`src/rtl/hazard_control_unit_if.sv`:
```
// hazard_control_unit_if: ID/EX/MEM hazard inputs and pipeline-control outputs of the hazard unit
interface hazard_control_unit_if;
    logic [4:0]  D_rs;
    logic [4:0]  D_rt;
    logic        D_useRt;
    logic        D_isBranch;
    logic        D_branchTaken;
    logic        D_mduUse;
    logic [4:0]  X_writeReg;
    logic        X_regWrite;
    logic        X_memRead;
    logic [4:0]  M_writeReg;
    logic        M_memRead;
    logic        X_mduStart;
    logic        pc_en;
    logic        ifid_en;
    logic        ifid_flush;
    logic        idex_bubble;
    logic        mdu_busy;
    logic [31:0] stall_cycles;

    modport master (
        output D_rs, D_rt, D_useRt, D_isBranch, D_branchTaken, D_mduUse,
        output X_writeReg, X_regWrite, X_memRead, M_writeReg, M_memRead, X_mduStart,
        input  pc_en, ifid_en, ifid_flush, idex_bubble, mdu_busy, stall_cycles
    );

    modport slave (
        input  D_rs, D_rt, D_useRt, D_isBranch, D_branchTaken, D_mduUse,
        input  X_writeReg, X_regWrite, X_memRead, M_writeReg, M_memRead, X_mduStart,
        output pc_en, ifid_en, ifid_flush, idex_bubble, mdu_busy, stall_cycles
    );
endinterface

```
`src/rtl/hazard_control_unit.sv`:
```
// hazard_control_unit: load-use/branch/MDU stall and flush control; HAZ_PERF_CNT_EN builds the stall counter
module hazard_control_unit #(
    parameter int MDU_LAT = 4
) (
    input logic             clk,
    input logic             rst,
    hazard_control_unit_if.slave hif
);
    localparam int CW = $clog2(MDU_LAT) + 1;

    typedef enum logic {IDLE, BUSY} state_t;

    state_t        state, state_nx;
    logic [CW-1:0] cnt, cnt_nx;
    logic          match_x, match_m, h1, h2, h3, h4, stall;

    assign match_x = hif.X_writeReg != '0 &&
                     (hif.X_writeReg == hif.D_rs || (hif.D_useRt && hif.X_writeReg == hif.D_rt));
    assign match_m = hif.M_writeReg != '0 &&
                     (hif.M_writeReg == hif.D_rs || (hif.D_useRt && hif.M_writeReg == hif.D_rt));

    assign h1    = hif.X_memRead && match_x;
    assign h2    = hif.D_isBranch && hif.X_regWrite && !hif.X_memRead && match_x;
    assign h3    = hif.D_isBranch && hif.M_memRead && match_m;
    assign h4    = hif.D_mduUse && (hif.mdu_busy || hif.X_mduStart);
    assign stall = h1 || h2 || h3 || h4;

    assign hif.pc_en       = !rst && !stall;
    assign hif.ifid_en     = !rst && !stall;
    assign hif.idex_bubble = rst || stall;
    // A stalled branch compared stale operands, so its outcome must not flush.
    assign hif.ifid_flush  = !rst && hif.D_isBranch && hif.D_branchTaken && !stall;
    assign hif.mdu_busy    = state == BUSY;

    always_ff @(posedge clk or posedge rst) begin
        if (rst) begin
            state <= IDLE;
            cnt   <= '0;
        end else begin
            state <= state_nx;
            cnt   <= cnt_nx;
        end
    end

    always_comb begin
        state_nx = state;
        cnt_nx   = cnt;
        if (state == IDLE) begin
            state_nx = hif.X_mduStart ? BUSY : IDLE;
            cnt_nx   = hif.X_mduStart ? CW'(MDU_LAT - 1) : cnt;
        end else begin
            state_nx = cnt == '0 ? IDLE : BUSY;
            cnt_nx   = cnt == '0 ? cnt : cnt - 1'b1;
        end
    end

`ifdef HAZ_PERF_CNT_EN
    logic [31:0] perf;

    always_ff @(posedge clk or posedge rst) begin
        if (rst)
            perf <= '0;
        else if (stall && perf != 32'hFFFF_FFFF)
            perf <= perf + 32'd1;
    end

    assign hif.stall_cycles = perf;
`else
    assign hif.stall_cycles = '0;
`endif
endmodule

```
`src/flat_wrapper.sv`:
```
// flat-port wrapper written by rule: the top's interface ports become plain ports
module hazard_control_unit_flat 
#(
    parameter int MDU_LAT = 4
)
  (clk, rst, hif_D_rs, hif_D_rt, hif_D_useRt, hif_D_isBranch, hif_D_branchTaken, hif_D_mduUse, hif_X_writeReg, hif_X_regWrite, hif_X_memRead, hif_M_writeReg, hif_M_memRead, hif_X_mduStart, hif_pc_en, hif_ifid_en, hif_ifid_flush, hif_idex_bubble, hif_mdu_busy, hif_stall_cycles);
  hazard_control_unit_if hif_i ();
  input logic clk;
  input logic rst;
  input wire logic [$bits(hif_i.D_rs)-1:0] hif_D_rs;
  input wire logic [$bits(hif_i.D_rt)-1:0] hif_D_rt;
  input wire logic [$bits(hif_i.D_useRt)-1:0] hif_D_useRt;
  input wire logic [$bits(hif_i.D_isBranch)-1:0] hif_D_isBranch;
  input wire logic [$bits(hif_i.D_branchTaken)-1:0] hif_D_branchTaken;
  input wire logic [$bits(hif_i.D_mduUse)-1:0] hif_D_mduUse;
  input wire logic [$bits(hif_i.X_writeReg)-1:0] hif_X_writeReg;
  input wire logic [$bits(hif_i.X_regWrite)-1:0] hif_X_regWrite;
  input wire logic [$bits(hif_i.X_memRead)-1:0] hif_X_memRead;
  input wire logic [$bits(hif_i.M_writeReg)-1:0] hif_M_writeReg;
  input wire logic [$bits(hif_i.M_memRead)-1:0] hif_M_memRead;
  input wire logic [$bits(hif_i.X_mduStart)-1:0] hif_X_mduStart;
  output wire logic [$bits(hif_i.pc_en)-1:0] hif_pc_en;
  output wire logic [$bits(hif_i.ifid_en)-1:0] hif_ifid_en;
  output wire logic [$bits(hif_i.ifid_flush)-1:0] hif_ifid_flush;
  output wire logic [$bits(hif_i.idex_bubble)-1:0] hif_idex_bubble;
  output wire logic [$bits(hif_i.mdu_busy)-1:0] hif_mdu_busy;
  output wire logic [$bits(hif_i.stall_cycles)-1:0] hif_stall_cycles;
  assign hif_i.D_rs = hif_D_rs;
  assign hif_i.D_rt = hif_D_rt;
  assign hif_i.D_useRt = hif_D_useRt;
  assign hif_i.D_isBranch = hif_D_isBranch;
  assign hif_i.D_branchTaken = hif_D_branchTaken;
  assign hif_i.D_mduUse = hif_D_mduUse;
  assign hif_i.X_writeReg = hif_X_writeReg;
  assign hif_i.X_regWrite = hif_X_regWrite;
  assign hif_i.X_memRead = hif_X_memRead;
  assign hif_i.M_writeReg = hif_M_writeReg;
  assign hif_i.M_memRead = hif_M_memRead;
  assign hif_i.X_mduStart = hif_X_mduStart;
  assign hif_pc_en = hif_i.pc_en;
  assign hif_ifid_en = hif_i.ifid_en;
  assign hif_ifid_flush = hif_i.ifid_flush;
  assign hif_idex_bubble = hif_i.idex_bubble;
  assign hif_mdu_busy = hif_i.mdu_busy;
  assign hif_stall_cycles = hif_i.stall_cycles;
  hazard_control_unit #(.MDU_LAT(MDU_LAT)) u_core (.clk(clk), .rst(rst), .hif(hif_i));
endmodule
```
`config.mk`:
```
export PLATFORM = sky130hd
export DESIGN_NAME = hazard_control_unit_flat
export DESIGN_NICKNAME = d
export VERILOG_FILES = /design/src/rtl/hazard_control_unit_if.sv /design/src/rtl/hazard_control_unit.sv /design/src/flat_wrapper.sv
export SDC_FILE = /design/constraint.sdc
export NUM_CORES = 1
export LEC_CHECK = 0
export ABC_AREA = 1
export BUFFER_PORTS_ARGS = -buffer_cell sky130_fd_sc_hd__clkbuf_2
export CAP_MARGIN = 20
export CORE_UTILIZATION = 40
export DETAILED_ROUTE_END_ITERATION = 8
export PLACE_DENSITY = 0.92
export SKIP_LAST_GASP = 1
export SYNTH_ARGS = -nofsm -noshare
export SYNTH_HDL_FRONTEND = slang
export SYNTH_SLANG_ARGS = --single-unit
```
`constraint.sdc`:
```
create_clock -name clk -period 1.6 [get_ports clk]
set_clock_uncertainty 0.05 [all_clocks]
set_input_delay 0.24 -clock clk [delete_from_list [all_inputs] [get_ports clk]]
set_output_delay 0.24 -clock clk [all_outputs]
set_load 0.005 [all_outputs]
```
* Word level (Yosys, flattened, before mapping)
Cells that the tools add are included.
** Cells by class
- Add/sub/neg operators :: 1
- Eq/ne operators :: 5
- Mux-type cells :: 6
- Reduce and logical (&&, ||, !) cells :: 30
** Operators by type and width (count)
- 5-bit == test :: 4
- 1-bit logical AND :: 15
- 5-bit nonzero test :: 2
- 3-bit two-way mux :: 3
- 1-bit logical OR :: 7
- 1-bit zero test :: 3
- 3-bit zero test :: 1
- 1-bit two-way mux :: 3
- 3-bit by 1-bit subtractor with 3-bit output, second input constant :: 1
- 2-bit != test, second input constant :: 1
- 2-bit AND reduction :: 1
- 2-bit nonzero test :: 1
** Storage, ports and cells
- Bits in registers :: 4
- Bits of input ports :: 30
- Output and inout bits :: 37
- Logic and storage cells :: 44

* Depth between registers and ports, before layout
Gate-level depths: netlist (run 1).
- Depth in word-level cells :: 10
- Depth in mapped cells :: 10
- Mapped depth without buffers :: 9

* Least setup slack after synthesis (run 1)
No wires, ideal clock.
- Path type :: reg2out
- Start :: register u_core.state (netlist: u_core.hif.mdu_busy)
- End :: output port hif_pc_en
- Arrival :: 1.021 ns
- Data required time :: 1.310 ns
- Setup slack :: 0.289 ns
- Stages on the path, launching flop included :: 5
- Path buffers :: 1
- Path through :: dfrtp_1 > o21ai_0 > nand3_2 > nor2_1 > buf_4
** Between the ends
- Longest elaborated chain between the ends :: 5
** Ends and longest elaborated chain
- start, declared :: line hazard_control_unit.sv:13 : state_t state, state_nx;
- start signal, assigned :: line hazard_control_unit.sv:40 : state <= state_nx;
- 1-bit logical OR :: line hazard_control_unit.sv:25 : assign h4 = hif.D_mduUse && (hif.mdu_busy || hif.X_mduStart);
- 1-bit logical AND :: line hazard_control_unit.sv:25
- 1-bit logical OR :: line hazard_control_unit.sv:26 : assign stall = h1 || h2 || h3 || h4;
- 1-bit zero test
- 1-bit logical AND
- end, declared :: line flat_wrapper.sv:22 : output wire logic [$bits(hif_i.pc_en)-1:0] hif_pc_en;
Every way passes these cells.

* Worst setup path in the final report (run 1)
- Start :: register u_core.state (netlist: u_core.hif.mdu_busy)
- End :: output port hif_pc_en
** Between the ends
- Longest elaborated chain between the ends :: 5
** Ends and longest elaborated chain
- 1-bit logical OR :: line hazard_control_unit.sv:25
- 1-bit logical AND :: line hazard_control_unit.sv:25
- 1-bit logical OR :: line hazard_control_unit.sv:26
- 1-bit zero test :: line hazard_control_unit.sv:28 : assign hif.pc_en = !rst && !stall;
- 1-bit logical AND :: line hazard_control_unit.sv:28
Every way passes these cells.

==> results.json, run 1 <==
{
  "regArea_um2": 100,
  "final_cell_mix": "nand2_1 (53), clkbuf_2 (34), conb_1 (32)",
  "diodes": 0,
  "cts.htree.levels": 1,
  "yosysTopAreaCell": "buf_4",
  "placedCellCount": 220,
  "final_cells": 224,
  "cp_data_arrival_time_ps": 1170,
  "crit_path_end_kind": "primary output",
  "cts_tree": "done",
  "path_cells": "o21ai_2 -> nand3_2 -> nor2_1 -> clkbuf_2",
  "grt_pass1_wl_mm": 2.77,
  "placementRows": 16,
  "grt_max_degree": 5,
  "antenna_found_initial": 0,
  "synth_ff_type": "dfrtp_1",
  "synth_edf_count": 0,
  "core_um2": 2020,
  "path_clk_slew_ps": 40,
  "status": "finished clean",
  "die_x_um": 49.1,
  "cts.sinks": 4,
  "synth-seq-area-share": 0.113,
  "hold_class": "in2reg",
  "slowest_delay_ps": 410,
  "num_vias": 910,
  "crit_type": "reg2out",
  "fillCellCount": 223,
  "netlist_area_um2": 888,
  "area_delta_synth_final_pct": 12.3,
  "setup-tns-final_ps": 0,
  "drv_cap": 0,
  "start_util": 0.439,
  "grt_pass1_vias": 735,
  "rsz0062_at_grt": "no",
  "dr.pass1.iters": 4,
  "ir_worst_vdd_mv": 0.425,
  "leakagePower_nw": 0.717,
  "dp_slack_ps": 137,
  "nets": 231,
  "vias_per_cell": 4.06,
  "p_total_mw": 0.677,
  "overflow": 0,
  "clk_latency_ps": 240,
  "post-cts-setup-buffers": 0,
  "layout-drive-gt1-share": 0.213,
  "io_buffers": 34,
  "synth_area_leaders": "buf_4 (28%), nand2_1 (22%), inv_1 (13%)",
  "timing.final.crit_share": 0.915,
  "grt_usage": 0.149,
  "crit_fanout": 4,
  "multi_input_area_um2": 548,
  "start_kind": "flop",
  "cts_made_buffers": 3,
  "finalHoldViolations": 0,
  "yosysUniqueCellTypes": 19,
  "power.density_nw_per_um2": 679,
  "syn_inst": 161,
  "worst_path_dominant_cell_family": "flip-flops",
  "final_common_cell": "nand2_1",
  "ios": 67,
  "required_ps": 1310,
  "synth_top_area_frac": 0.279,
  "wire_per_inst_um": 7.67,
  "drv_slew": 0,
  "synth_warnings": 0,
  "min_period_ps": 1460,
  "gp_congestion": 0.831,
  "fmax_mhz": 683,
  "clock_path_buffers": 2,
  "setup-violations-final": 0,
  "routed_wirelength_mm": 1.72,
  "dieArea_um2": 2410,
  "drt_iter0_markers": 22,
  "ys_async_sr_fraction": 1.00,
  "place.detailed.hpwl_mm": 1.46,
  "fin_util": 0.493,
  "cts_root_buf": "clkbuf_4",
  "reg2reg_slack_ps": 200,
  "chipHeight_um": 49.1,
  "cpMaxStageDelayCell": "dfrtp_1",
  "critical_path_buf_inv_count": 1,
  "syn_avg_cell_area_um2": 5.52,
  "synth-seq-cells": 4,
  "postRouteAntennaNets": 0,
  "setup_slack_ps": 137,
  "drc": 0
}
[state kept, by name, summed over array words and instances (netlist names)]
name	cells
u_core.cnt	3
u_core.hif.mdu_busy	1
[worst paths after layout]
path | start | endpoint | depth (start not counted)
min in group asynchronous | rst | u_core.cnt[0] | 3
max in group asynchronous | rst | u_core.hif.mdu_busy | 3
setup / recovery | u_core.hif.mdu_busy | hif_pc_en | 4
hold reg to reg | u_core.cnt[1] | u_core.cnt[1] | 2
hold / removal | hif_X_mduStart | u_core.hif.mdu_busy | 3
setup reg to reg | u_core.cnt[0] | u_core.cnt[1] | 8
[synthesized netlist by cell type, drive strengths merged (2+ instances only)]
cell type,n
nand2,54
nand3,9
buf,33
o21ai,4
o22ai,2
nor2,16
inv,30
ha,2
xnor2,2
dfrtp,4
[metrics by stage]
stage / cell area, um^2 / hold WS (ps)
after CTS: 993 / 222
after floorplan: 1000 / -27.5
after global placement: 961 / 90.6
after detailed placement: 961 / 89.0
final: 997 / 251
after global routing: 997 / 281
[power breakdown]
group | switching [mW] | internal (mW)
logic | 0.219 | 0.149
registers | 0.0255 | 0.153
clock network | 0.0461 | 0.0842
total | 0.291 | 0.387
[what timing repair did]
item | 4_1_cts | 5_1_grt
hold endpoints to repair | 4 | 0
hold buffers | 1 | 0
endpoints found under the setup margin | 3 | 1
gates cloned | 0 | 0
resized for setup | 1 | 1
pin swaps | 0 | 0
[area by class of cell]
type / count / share of cell area
timing repair buffer: 35 / 0.181
sequential: 4 / 0.100
clock buffer: 3 / 0.0226
inverter: 30 / 0.113
tap: 27 / 0.0339
multi-input combinational: 125 / 0.550
[worst reg2reg max path, delay by kind of cell, from the launching register on]
family	cells	cell delay, ps
fa+ha+maj	2	370
simple gates	2	230
buf+inv	2	140
compound gates	2	220
flops	1	310
[routing by layer]
metal	share of wire	global-route usage	up-vias
met5	0	0	-
met4	0.022	0.108	0
met3	0.075	0.0218	5
met2	0.45	0.240	53
met1	0.45	0.177	367
li1	-	-	485
[cell families after synthesis]
| logic type | after synthesis | synth area share |
|---|---|---|
| AO/OA/AOI/OAI | 7 | 0.0465 |
| XOR/XNOR | 3 | 0.0296 |
| flip-flops | 4 | 0.113 |
| AND/OR/NAND/NOR | 81 | 0.373 |
| buffers and inverters | 63 | 0.406 |
| other | 1 | 0.00422 |
| adder cells (fa/ha/maj) | 2 | 0.0282 |
Note: power is estimated with default switching activity, not from simulation.
==> run 2, diff against run 1 <==
--- a/config.mk
+++ b/config.mk
@@ -8,6 +8,7 @@
 export ABC_AREA = 1
 export BUFFER_PORTS_ARGS = -buffer_cell sky130_fd_sc_hd__clkbuf_2
 export CAP_MARGIN = 20
+export CORE_ASPECT_RATIO = 1.4
 export CORE_UTILIZATION = 40
 export DETAILED_ROUTE_END_ITERATION = 8
 export PLACE_DENSITY = 0.92
@@ -15,3 +16,4 @@
 export SYNTH_ARGS = -nofsm -noshare
 export SYNTH_HDL_FRONTEND = slang
 export SYNTH_SLANG_ARGS = --single-unit
+export TNS_END_PERCENT = 5
==> results.json, run 2 (same netlist as run 1, synthesis figures left out) <==
{
  "status": "finished clean",
  "hold_class": "in2reg",
  "postRouteAntennaNets": 0,
  "layout-drive-gt1-share": 0.213,
  "nets": 231,
  "clk_latency_ps": 230,
  "placedCellCount": 214,
  "area_delta_synth_final_pct": 11.4,
  "leakagePower_nw": 0.717,
  "setup-tns-final_ps": 0,
  "start_util": 0.440,
  "overflow": 0,
  "num_vias": 920,
  "grt_usage": 0.154,
  "die_x_um": 41.8,
  "dieArea_um2": 2420,
  "cts.htree.levels": 1,
  "gp_congestion": 0.835,
  "drc": 0,
  "crit_path_end_kind": "primary output",
  "grt.busiest_layer": "met2",
  "final_cell_mix": "nand2_1 (53), clkbuf_2 (34), conb_1 (32)",
  "ios": 67,
  "cp-startpoint": "u_core.hif.mdu_busy",
  "dr.pass1.iters": 4,
  "hold_path.startpoint": "hif_X_mduStart",
  "reg2reg_from": "u_core.cnt[0]",
  "largest_reg_flops": 3,
  "cpMaxStageDelayCell": "dfrtp_1",
  "core_um2": 2020,
  "cts.sinks": 4,
  "path_cells": "o21ai_2 -> nand3_2 -> nor2_1 -> clkbuf_2",
  "io_buffers": 34,
  "met1_usage": 0.167,
  "final_common_cell": "nand2_1",
  "path_clk_slew_ps": 30,
  "use_met3": 0.0312,
  "grt_use_met2": 0.272,
  "regMostFlops": "u_core.cnt",
  "wire_per_inst_um": 8.18,
  "min_period_ps": 1470,
  "hold_ws_ps": 239,
  "grt_pass1_wl_mm": 2.86,
  "grt_pass1_vias": 740,
  "diodes": 0,
  "chipHeight_um": 57.8,
  "vias_per_cell": 4.22,
  "cts_tree": "done",
  "antenna_found_initial": 0,
  "cts_root_buf": "clkbuf_4",
  "power.density_nw_per_um2": 685,
  "cp_data_arrival_time_ps": 1180,
  "routed_wirelength_mm": 1.78,
  "drv_cap": 0,
  "required_ps": 1310,
  "placementRows": 19,
  "drt_iter0_markers": 17,
  "clock_path_buffers": 2,
  "place.detailed.hpwl_mm": 1.58,
  "grt_max_degree": 5,
  "cts_made_buffers": 3,
  "drv_slew": 0,
  "crit_type": "reg2out",
  "start_kind": "flop",
  "fmax_mhz": 681,
  "setup-violations-final": 0,
  "rsz0062_at_grt": "no",
  "timing.final.crit_share": 0.918,
  "ir_worst_vdd_mv": 0.326,
  "slowest_delay_ps": 420,
  "final_cells": 218,
  "crit_fanout": 4,
  "finalHoldViolations": 0
}
==> run 2: repair_timing <==
item                                    CTS  global route
hold endpoints to repair                  4             0
setup buffers                             0             0
resized for setup                         1             1
hold buffers                              1             0
endpoints found under the setup margin    3             2
==> run 2: layer usage <==
layer  part of all wire  vias to the layer above
li1                   -                      485
met3              0.081                        2
met1               0.40                      386
met5                  0                        -
met4             0.0056                        0
met2               0.52                       47
==> run 2: path summary, 6_finish.rpt <==
kind	end	slack, ps	cells after the start
min in group asynchronous	u_core.cnt[1]	440	3
setup / recovery	hif_pc_en	130	4
hold / removal	u_core.hif.mdu_busy	240	3
setup reg to reg	u_core.cnt[1]	180	8
hold reg to reg	u_core.cnt[2]	480	2
max in group asynchronous	u_core.hif.mdu_busy	890	3
==> run 2: area by class of cell <==
cell class | count | area, um^2
Sequential cell | 4 | 100
Fill cell | 235 | 1030
Tap cell | 21 | 26.3
Clock buffer | 3 | 22.5
Timing Repair Buffer | 35 | 180
Inverter | 30 | 113
Multi-Input combinational cell | 125 | 548
==> run 2: power breakdown <==
group	switching (mW)	internal (mW)
Sequential	0.0301	0.153
Clock	0.0376	0.0837
Combinational	0.221	0.152
Total	0.289	0.389
==> run 2: worst max-delay path: cells and delay by family, from the launching register on <==
kind / cells / cell delay [ps]
AOI/OAI and AO/OA: 1 / 180
buffers and inverters: 1 / 130
DFF: 1 / 420
and+or+nand+nor: 2 / 220
==> run 2: per-stage QoR <==
stage | total power, mW | util | setup WS (ps) | instance area [um^2]
6_report | 0.678 | 0.490 | 131 | 990
5_1_grt | 0.766 | 0.490 | 4.70 | 990
4_1_cts | 0.688 | 0.488 | 45.3 | 986
3_5_place_dp | 0.547 | 0.472 | 161 | 953
3_3_place_gp | 0.527 | 0.472 | 173 | 953
2_1_floorplan | 0.480 | - | 289 | 1000
